--- config.mk ---
export PLATFORM = sky130hd
export DESIGN_NAME = apb_tx_ctrl
export DESIGN_NICKNAME = d
export VERILOG_FILES = /design/src/rtl/uart_pkg.sv /design/src/rtl/apb_baud_gen.sv /design/src/rtl/apb_tx_ctrl.sv
export SDC_FILE = /design/constraint.sdc
export NUM_CORES = 1
export LEC_CHECK = 0
export CORE_MARGIN = 4
export CORE_UTILIZATION = 50
export CTS_CLUSTER_SIZE = 24
export DETAILED_ROUTE_END_ITERATION = 12
export PLACE_DENSITY = 0.79
export REMOVE_ABC_BUFFERS = 1
export SKIP_LAST_GASP = 1
export SYNTH_ARGS = -nofsm -noshare
export SYNTH_HDL_FRONTEND = slang
export SYNTH_SLANG_ARGS = --single-unit
--- constraint.sdc ---
create_clock -name clk -period 3.3 [get_ports clk]
set_clock_uncertainty 0.2 [all_clocks]
set_input_delay 0.66 -clock clk [delete_from_list [all_inputs] [get_ports clk]]
set_output_delay 0.66 -clock clk [all_outputs]
set_load 0.05 [all_outputs]
--- src/rtl/uart_pkg.sv ---
// Shared UART definitions: FSM state encoding, default baud divisor and frame width.
package uart_pkg;

    localparam int unsigned UART_CLKS_PER_BIT_DEF = 434;
    localparam int unsigned UART_MAX_W            = 10;

    typedef enum logic [1:0] {
        ST_IDLE  = 2'd0,
        ST_START = 2'd1,
        ST_DATA  = 2'd2,
        ST_STOP  = 2'd3
    } uart_state_e;

    // Mask with the low nbits bits set, saturating at the frame width.
    function automatic logic [UART_MAX_W-1:0] uart_mask(input int unsigned nbits);
        logic [UART_MAX_W-1:0] m;
        m = '0;
        for (int unsigned i = 0; i < UART_MAX_W; i++) begin
            if (i < nbits) begin
                m[i] = 1'b1;
            end
        end
        return m;
    endfunction

endpackage

--- src/rtl/apb_baud_gen.sv ---
// Baud counter: counts 0..CLKS_PER_BIT-1 while enabled, bit_end is high in the last count.
module apb_baud_gen
    import uart_pkg::*;
#(
    parameter int unsigned CLKS_PER_BIT = UART_CLKS_PER_BIT_DEF
) (
    input  logic clk,
    input  logic rstn,
    input  logic clear,
    input  logic enable,
    output logic bit_end
);

    localparam int unsigned CNT_W = $clog2(CLKS_PER_BIT);
    localparam logic [CNT_W-1:0] CNT_LAST = CNT_W'(CLKS_PER_BIT - 1);

    logic [CNT_W-1:0] cnt_q, cnt_d;
    logic             bit_end_q, bit_end_d;

    // bit_end is registered from the next count so it lines up with cnt_q == CNT_LAST.
    always_comb begin
        cnt_d = cnt_q;
        if (clear) begin
            cnt_d = '0;
        end else if (enable) begin
            cnt_d = (cnt_q == CNT_LAST) ? '0 : cnt_q + CNT_W'(1);
        end
        bit_end_d = (cnt_d == CNT_LAST);
    end

    always_ff @(posedge clk or negedge rstn) begin
        if (!rstn) begin
            cnt_q     <= '0;
            bit_end_q <= 1'b0;
        end else begin
            cnt_q     <= cnt_d;
            bit_end_q <= bit_end_d;
        end
    end

    assign bit_end = bit_end_q;

endmodule

--- src/rtl/apb_tx_ctrl.sv ---
// UART transmit controller: latches a word and sequences START, DATA and STOP bit timing.
module apb_tx_ctrl
    import uart_pkg::*;
#(
    parameter int unsigned CLKS_PER_BIT = UART_CLKS_PER_BIT_DEF,
    parameter int unsigned DATA_BITS    = 8,
    parameter int unsigned STOP_BITS    = 1
) (
    input  logic                  clk,
    input  logic                  rstn,
    input  logic                  tx_start,
    input  logic [UART_MAX_W-1:0] tx_data,
    output logic                  tx_ready,
    output logic                  tx_done,
    output logic                  tx_ovr,
    output logic                  tx_en,
    output logic                  start_bit,
    output logic                  end_bit,
    output logic [UART_MAX_W-1:0] data_bit,
    output logic [UART_MAX_W-1:0] bit_cnto,
    output logic [UART_MAX_W-1:0] din
);

    localparam int unsigned          FRAME_BITS = 1 + DATA_BITS + STOP_BITS;
    localparam logic [UART_MAX_W-1:0] DATA_MASK = uart_mask(DATA_BITS);
    localparam logic [UART_MAX_W-1:0] DATA_LAST = UART_MAX_W'(DATA_BITS - 1);
    localparam logic [UART_MAX_W-1:0] CNT_LAST  = UART_MAX_W'(FRAME_BITS - 1);

    uart_state_e           state_q, state_d;
    logic [UART_MAX_W-1:0] din_q, din_d;
    logic [UART_MAX_W-1:0] data_bit_q, data_bit_d;
    logic [UART_MAX_W-1:0] bit_cnt_q, bit_cnt_d;
    logic                  tx_ready_q, tx_ready_d;
    logic                  tx_done_q, tx_done_d;
    logic                  tx_ovr_q, tx_ovr_d;
    logic                  tx_en_q, tx_en_d;
    logic                  start_bit_q, start_bit_d;
    logic                  end_bit_q, end_bit_d;
    logic                  accept_c;
    logic                  bit_end;

    apb_baud_gen #(
        .CLKS_PER_BIT(CLKS_PER_BIT)
    ) u_baud (
        .clk    (clk),
        .rstn   (rstn),
        .clear  (accept_c),
        .enable (tx_en_q),
        .bit_end(bit_end)
    );

    // Next state plus registered flags derived from the next state.
    always_comb begin
        state_d    = state_q;
        din_d      = din_q;
        data_bit_d = data_bit_q;
        bit_cnt_d  = bit_cnt_q;
        tx_done_d  = 1'b0;
        tx_ovr_d   = 1'b0;
        accept_c   = 1'b0;

        unique case (state_q)
            ST_IDLE: begin
                if (tx_start) begin
                    accept_c = 1'b1;
                    din_d    = tx_data & DATA_MASK;
                    state_d  = ST_START;
                end
            end
            ST_START: begin
                if (bit_end) begin
                    bit_cnt_d = bit_cnt_q + UART_MAX_W'(1);
                    state_d   = ST_DATA;
                end
            end
            ST_DATA: begin
                if (bit_end) begin
                    bit_cnt_d = bit_cnt_q + UART_MAX_W'(1);
                    if (data_bit_q == DATA_LAST) begin
                        data_bit_d = '0;
                        state_d    = ST_STOP;
                    end else begin
                        data_bit_d = data_bit_q + UART_MAX_W'(1);
                    end
                end
            end
            ST_STOP: begin
                if (bit_end) begin
                    if (bit_cnt_q == CNT_LAST) begin
                        bit_cnt_d = '0;
                        tx_done_d = 1'b1;
                        state_d   = ST_IDLE;
                    end else begin
                        bit_cnt_d = bit_cnt_q + UART_MAX_W'(1);
                    end
                end
            end
            default: state_d = ST_IDLE;
        endcase

        if (state_q != ST_IDLE && tx_start) begin
            tx_ovr_d = 1'b1;
        end

        tx_en_d     = (state_d != ST_IDLE);
        start_bit_d = (state_d == ST_START);
        end_bit_d   = (state_d == ST_STOP);
        tx_ready_d  = (state_d == ST_IDLE);
    end

    always_ff @(posedge clk or negedge rstn) begin
        if (!rstn) begin
            state_q     <= ST_IDLE;
            din_q       <= '0;
            data_bit_q  <= '0;
            bit_cnt_q   <= '0;
            tx_ready_q  <= 1'b1;
            tx_done_q   <= 1'b0;
            tx_ovr_q    <= 1'b0;
            tx_en_q     <= 1'b0;
            start_bit_q <= 1'b0;
            end_bit_q   <= 1'b0;
        end else begin
            state_q     <= state_d;
            din_q       <= din_d;
            data_bit_q  <= data_bit_d;
            bit_cnt_q   <= bit_cnt_d;
            tx_ready_q  <= tx_ready_d;
            tx_done_q   <= tx_done_d;
            tx_ovr_q    <= tx_ovr_d;
            tx_en_q     <= tx_en_d;
            start_bit_q <= start_bit_d;
            end_bit_q   <= end_bit_d;
        end
    end

    assign tx_ready  = tx_ready_q;
    assign tx_done   = tx_done_q;
    assign tx_ovr    = tx_ovr_q;
    assign tx_en     = tx_en_q;
    assign start_bit = start_bit_q;
    assign end_bit   = end_bit_q;
    assign data_bit  = data_bit_q;
    assign bit_cnto  = bit_cnt_q;
    assign din       = din_q;

endmodule

==> results of run 1 <==
placed cells by master, fill, tap and decap left out, types with 5 or more instances in the layout:
| cell type | n |
|---|---|
| dfrtp_1 | 45 |
| clkdlybuf4s50_1 | 43 |
| nor2_1 | 19 |
| nand2_1 | 18 |
| xnor2_1 | 13 |
| ha_1 | 10 |
| a21oi_1 | 8 |
| mux2_2 | 8 |
| xor2_1 | 7 |
| nand3_1 | 6 |
| and3_1 | 6 |
| nand4_1 | 5 |
| clkbuf_8 | 5 |
per-layer routing:
layer / up-vias / track usage
met3: 6 / 0.0481
met1: 807 / 0.218
li1: 808 / -
met4: 0 / 0.0602
met5: - / 0
met2: 21 / 0.276
final timing paths:
check                           cells after the start  slack [ns]                       end
worst max register to register                      5        1.19  u_baud.bit_end$_DFF_PN0_
max in group asynchronous                           1        1.97       start_bit$_DFF_PN0_
worst max-delay path                                1        0.73                     tx_en
worst min register to register                      1        0.31   data_bit[9]$_DFFE_PN0P_
min in group asynchronous                           1        0.32   bit_cnto[9]$_DFFE_PN0P_
worst min-delay path                                1        0.31   data_bit[9]$_DFFE_PN0P_
logic make-up (layout without fill, tap and decap cells):
kind of cell	count (synthesis)	in the layout	synth area share
and+or+nand+nor	82	82	0.213
DFF	46	46	0.511
AOI/OAI and AO/OA	27	27	0.0822
xor gates and xnor gates	20	20	0.0777
adders and majority gates	10	10	0.0555
muxes	8	8	0.0400
buffers and inverters	8	56	0.0183
other	1	2	0.00166
registers in the layout (all words and copies together), names as in the netlist:
| register | flops |
|---|---|
| tx_done | 1 |
| tx_ovr | 1 |
| u_baud.bit_end | 1 |
| end_bit | 1 |
| u_baud.cnt_q | 9 |
| bit_cnto | 10 |
| data_bit | 10 |
| din | 8 |
| start_bit | 1 |
| tx_ready | 1 |
| state_q | 2 |
| tx_en | 1 |
power groups by stage:
stage                     logic [mW]  clock network, mW  registers, mW
after floorplan              0.00541                  0          0.578
after global placement        0.0315                  0          0.575
after detailed placement      0.0321                  0          0.575
after CTS                     0.0321              0.358          0.564
after global routing          0.0345              0.378          0.564
final                         0.0308              0.342          0.564
area by class of cell:
class	instances	area share
flip-flops and latches	46	0.408
multi-input cells	149	0.377
repair buffers	44	0.154
clock buffers	5	0.0244
well taps	52	0.0231
clock inverters	3	0.00754
inverters	4	0.00532
metrics by stage:
stage,std cells,util,instance area (sq um),hold WS (ns)
2_1_floorplan,199,-,2230,0.164
3_3_place_gp,295,0.627,2730,0.287
3_5_place_dp,295,0.627,2730,0.298
4_1_cts,303,0.648,2820,0.315
5_1_grt,303,0.648,2820,0.328
6_report,303,0.648,2820,0.307
==> run metrics, run 1 <==
Synth-to-Final Area Change 25.2%; VDD IR max 0.000189 V; DRT iter0 DRCs 40; yosys warns 0; Routed WL per cell 14.5 um; Commonest cells post-synth 45 x dfrtp_1, 19 x nor2_1, 18 x nand2_1; Root Driver clkbuf_8; first-pass GRT wire length between 7000 and 8000 um; period utilization 0.779; crit-path max FO 11; Die Span Y 75.1 um; worst setup path class flop to primary output; Seq cells post-synth 46; core box area roughly 4400 sq um; Synth area leaders dfrtp_1 50%, ha_1 5.6%, xnor2_1 5.1%, mux2_2 4.0%, nor2_1 3.2%; RR Startpoint u_baud.cnt_q[0]$_DFF_PN0_; cell family with most CP delay buffers and inverters; H-Tree Level Count 2; Synth Flop Type dfrtp_1; Hold Crit Start data_bit[9]$_DFFE_PN0P_; most common cell in the synthesized netlist dfrtp_1; Worst-Margin Slew 0.993 ns; total track usage 0.170; dominant cell type by area after synthesis dfrtp_1; die width 75.1 um; vias 1642; Clk Latency, worst-skew pair 0.30 ns; synthesized area 2250 sq um; min-delay worst type flop to flop; MaxCap Viol Count 0; data arrival time of the worst path 1.71 ns; I/O Buffers 44; P_sw 213 uW; nets 273; ant diodes 0; CP max stage cell clkdlybuf4s50_1; delay of the slowest cell on the worst path between 0.8 and 0.9 ns; setup violators final 0; post-DP HPWL 3160 um; die area 5640 sq um; initial antenna violation count 0; GRT overflow 0; status finished, final reports clean; RSZ-0062 raised after global routing false; PwrDens 332 nW/um^2; area of the multi-input gates between 1000 and 1500 sq um; CP endpoint kind primary output; post_cts resized 0; clk sink count 46; Pint 724 uW; Synth cell types between 40 and 50; Mapped Avg Cell Area 11.2 sq um; drt drc 0; starting density of the core 0.518; Crit. Startpoint tx_en$_DFF_PN0_; total power around 940 uW; sequential element share of the synthesized area 0.511; dpl ws between 0.7 and 0.8 ns; share of total power in the clock network 0.365; sequential power share 0.602; final number of max-transition violations 0; IO Count 49; Final Wtd Congestion 0.816; switching portion of total power 0.228; Post-synth EDFFs 0; final setup margin 0.728 ns; Pre-Repair DR Iteration Count 4; CTS tree done; Antenna Nets Post-Route 0; vias in the first global route 1600; Crit path buffers/inverters 1; Leak roughly 1.3 nW; WL met2 2210 um; CP cell instances clkdlybuf4s50_1; Fin. Hold Viols 0; Top Layer Used met4; metal3 WL 148 um; Row Count 24; CTS Buf Count 5; clk buf depth 2; setup tns final 0 ns; # hold bufs at CTS 0; Syn Inst Count between 200 and 250; layout cells sized above 1 0.0996; fillers 350; post-synth top area share 0.500; Seq. cell area 1150 sq um; Post-CTS Setup Inserts 0; Slew headroom 0.338; Startpoint Class flop; routed length on met1 1960 um; Max Fclk just under 0.4 GHz; Clock Pin Slew Worst Setup and Hold Paths 0.08 ns; min cycle time layout 2.57 ns; pin count of the biggest net entering global routing 47; vias per cell 5.42; final wirelength 4380 um; Logic pwr share 0.033; Required @ worst endpoint 2.44 ns; asr flop ratio synth 1.00
(Power assumes the default switching activity.)
==> run 2, diff against run 1 <==
CORE_UTILIZATION = 45   (was 50)
PLACE_DENSITY = 0.75   (was 0.79)
clock period = 2.23 ns   (was 3.3 ns; I/O delays follow)
==> run 2 against run 1 <==
Net effect:
- clock power is 83% higher
- combinational power is 53% higher
- largest cell class unchanged
- flip-flop and latch count stayed put
- die area is 9.9% higher
- highest routed layer unchanged
- first-iteration DRC count is 35% higher
- largest power group unchanged
==> run metrics, run 2 (synthesized netlist as in run 1, its figures left out) <==
status finished, final reports clean; Worst-Margin Slew 0.563 ns; dpl ws between 0.1 and 0.15 ns; CP endpoint kind primary output; Post-CTS Setup Inserts 0; Logic pwr share 0.031; Row Count 25; setup violators final 0; RSZ-0062 raised after global routing false; sequential power share 0.554; core box area 4790 sq um; cell family with most CP delay buffers and inverters; total track usage 0.159; starting density of the core 0.471; Clk Latency, worst-skew pair 0.30 ns; clk buf depth 2; placed instance area roughly 2800 sq um; CP max stage cell clkdlybuf4s50_1; worst setup path class flop to primary output; Pint 1.19 mW; met2 Use GR 0.253; setup tns final 0 ns; final wirelength 4480 um; crit-path max FO 4; CTS tree done; switching portion of total power 0.212; Die Span Y between 70 and 80 um; drt drc 0; pin count of the biggest net entering global routing between 40 and 50; CP cell instances clkdlybuf4s50_1; met1 Usage GRT 0.211; Leak 1.41 nW; CTS Buf Count 5; die width 78.8 um; design area 2880 sq um; most frequent cells in the layout 45 x dfrtp_1, 26 x clkdlybuf4s50_1, 19 x nor2_1; GRT overflow 0; data arrival time of the worst path between 1.5 and 2 ns; grt peak-use layer met2; MaxCap Viol Count 0; first-pass GRT wire length 7740 um; nets 278; I/O Buffers 44; share of total power in the clock network 0.415; Startpoint Class flop; die area 6200 sq um; layout cells sized above 1 0.172; min-delay worst type input pin to asynchronous set/reset pin; met3 usage 0.0317; Antenna Nets Post-Route 0; Fin. Hold Viols 0; DRT iter0 DRCs 54; H-Tree Level Count 2; period utilization 0.972; Clock Pin Slew Worst Setup and Hold Paths approximately 0.080 ns; Pre-Repair DR Iteration Count 4; Required @ worst endpoint 1.58 ns; post-DP HPWL between 3000 and 4000 um; # hold bufs at CTS 0; vias in the first global route 1641; VDD IR max 0.000363 V; delay of the slowest cell on the worst path 0.82 ns; final number of max-transition violations 0; IO Count 49; min cycle time layout ~2.2 ns; P_sw 319 uW; vias 1659; Root Driver clkbuf_8; Max Fclk around 0.46 GHz; Final Wtd Congestion 0.775; Slew headroom 0.625; Synth-to-Final Area Change 28.0%; ant diodes 0; clk sink count between 40 and 50; Crit path buffers/inverters 1; post_cts resized 0; vias per cell 5.14; most common library cell in the layout ignoring fill and taps dfrtp_1; PwrDens 522 nW/um^2; Routed WL per cell 13.9 um; initial antenna violation count 0; final setup margin 0.0634 ns
[run 2: changes by cell type in the layout (fill, tap and decap cells not counted), sizes merged]
cell / previous run / this run
dlymetal6s2s: 0 / 4
clkinvlp: 1 / 0
clkdlybuf4s50: 43 / 26
clkinv: 2 / 1
inv: 4 / 5
bufinv: 0 / 1
buf: 1 / 19
[run 2: metal layers]
| layer | vias up | wire length (um) |
|---|---|---|
| met3 | 5 | 102 |
| met2 | 21 | 2200 |
| met4 | 0 | 70 |
| li1 | 820 | - |
| met5 | - | 0 |
| met1 | 813 | 2110 |
[run 2: final cells by class]
type / instances / area, sq um
multi-input cells: 149 / 1070
repair buffers: 49 / 450
clock inverters: 3 / 43.8
well taps: 67 / 83.8
fillers: 410 / 1900
flip-flops and latches: 46 / 1150
clock buffers: 5 / 68.8
inverters: 4 / 15.0
[run 2: worst paths after layout]
check,from,end,slack (ns),cells past startpoint
max,data_bit[6]$_DFFE_PN0P_,data_bit[6],0.06,1
min,rstn,bit_cnto[1]$_DFFE_PN0P_,0.02,2
max reg2reg,u_baud.cnt_q[0]$_DFF_PN0_,u_baud.bit_end$_DFF_PN0_,0.12,5
min reg2reg,din[1]$_DFFE_PN0P_,din[1]$_DFFE_PN0P_,0.31,1
max in group asynchronous,rstn,tx_ready$_DFF_PN1_,1.43,2
min in group clk,din[1]$_DFFE_PN0P_,din[1]$_DFFE_PN0P_,0.31,1
[run 2: power by group through the flow]
stage / Clock, mW / Sequential, mW / Combinational (mW)
final: 0.625 / 0.835 / 0.0470
after CTS: 0.640 / 0.835 / 0.0483
after global routing: 0.682 / 0.835 / 0.0520
after global placement: 0 / 0.851 / 0.0481
after detailed placement: 0 / 0.851 / 0.0484
after floorplan: 0 / 0.855 / 0.00801
[run 2: through the flow]
stage	cells	util	hold slack, ns	power [mW]
final	323	0.603	0.0205	1.51
after global placement	315	0.576	0.287	0.899
after global routing	323	0.603	0.0617	1.57
after detailed placement	315	0.576	0.292	0.900
after CTS	323	0.599	0.0308	1.52
after floorplan	199	-	-0.0496	0.863
==> run 3, diff against run 2 <==
CTS_CLUSTER_SIZE = 28   (was 24)
SKIP_LAST_GASP = not set   (was 1)
==> results of run 3 <==
The final DEF is identical to that of run 2; final timing and power are the same.
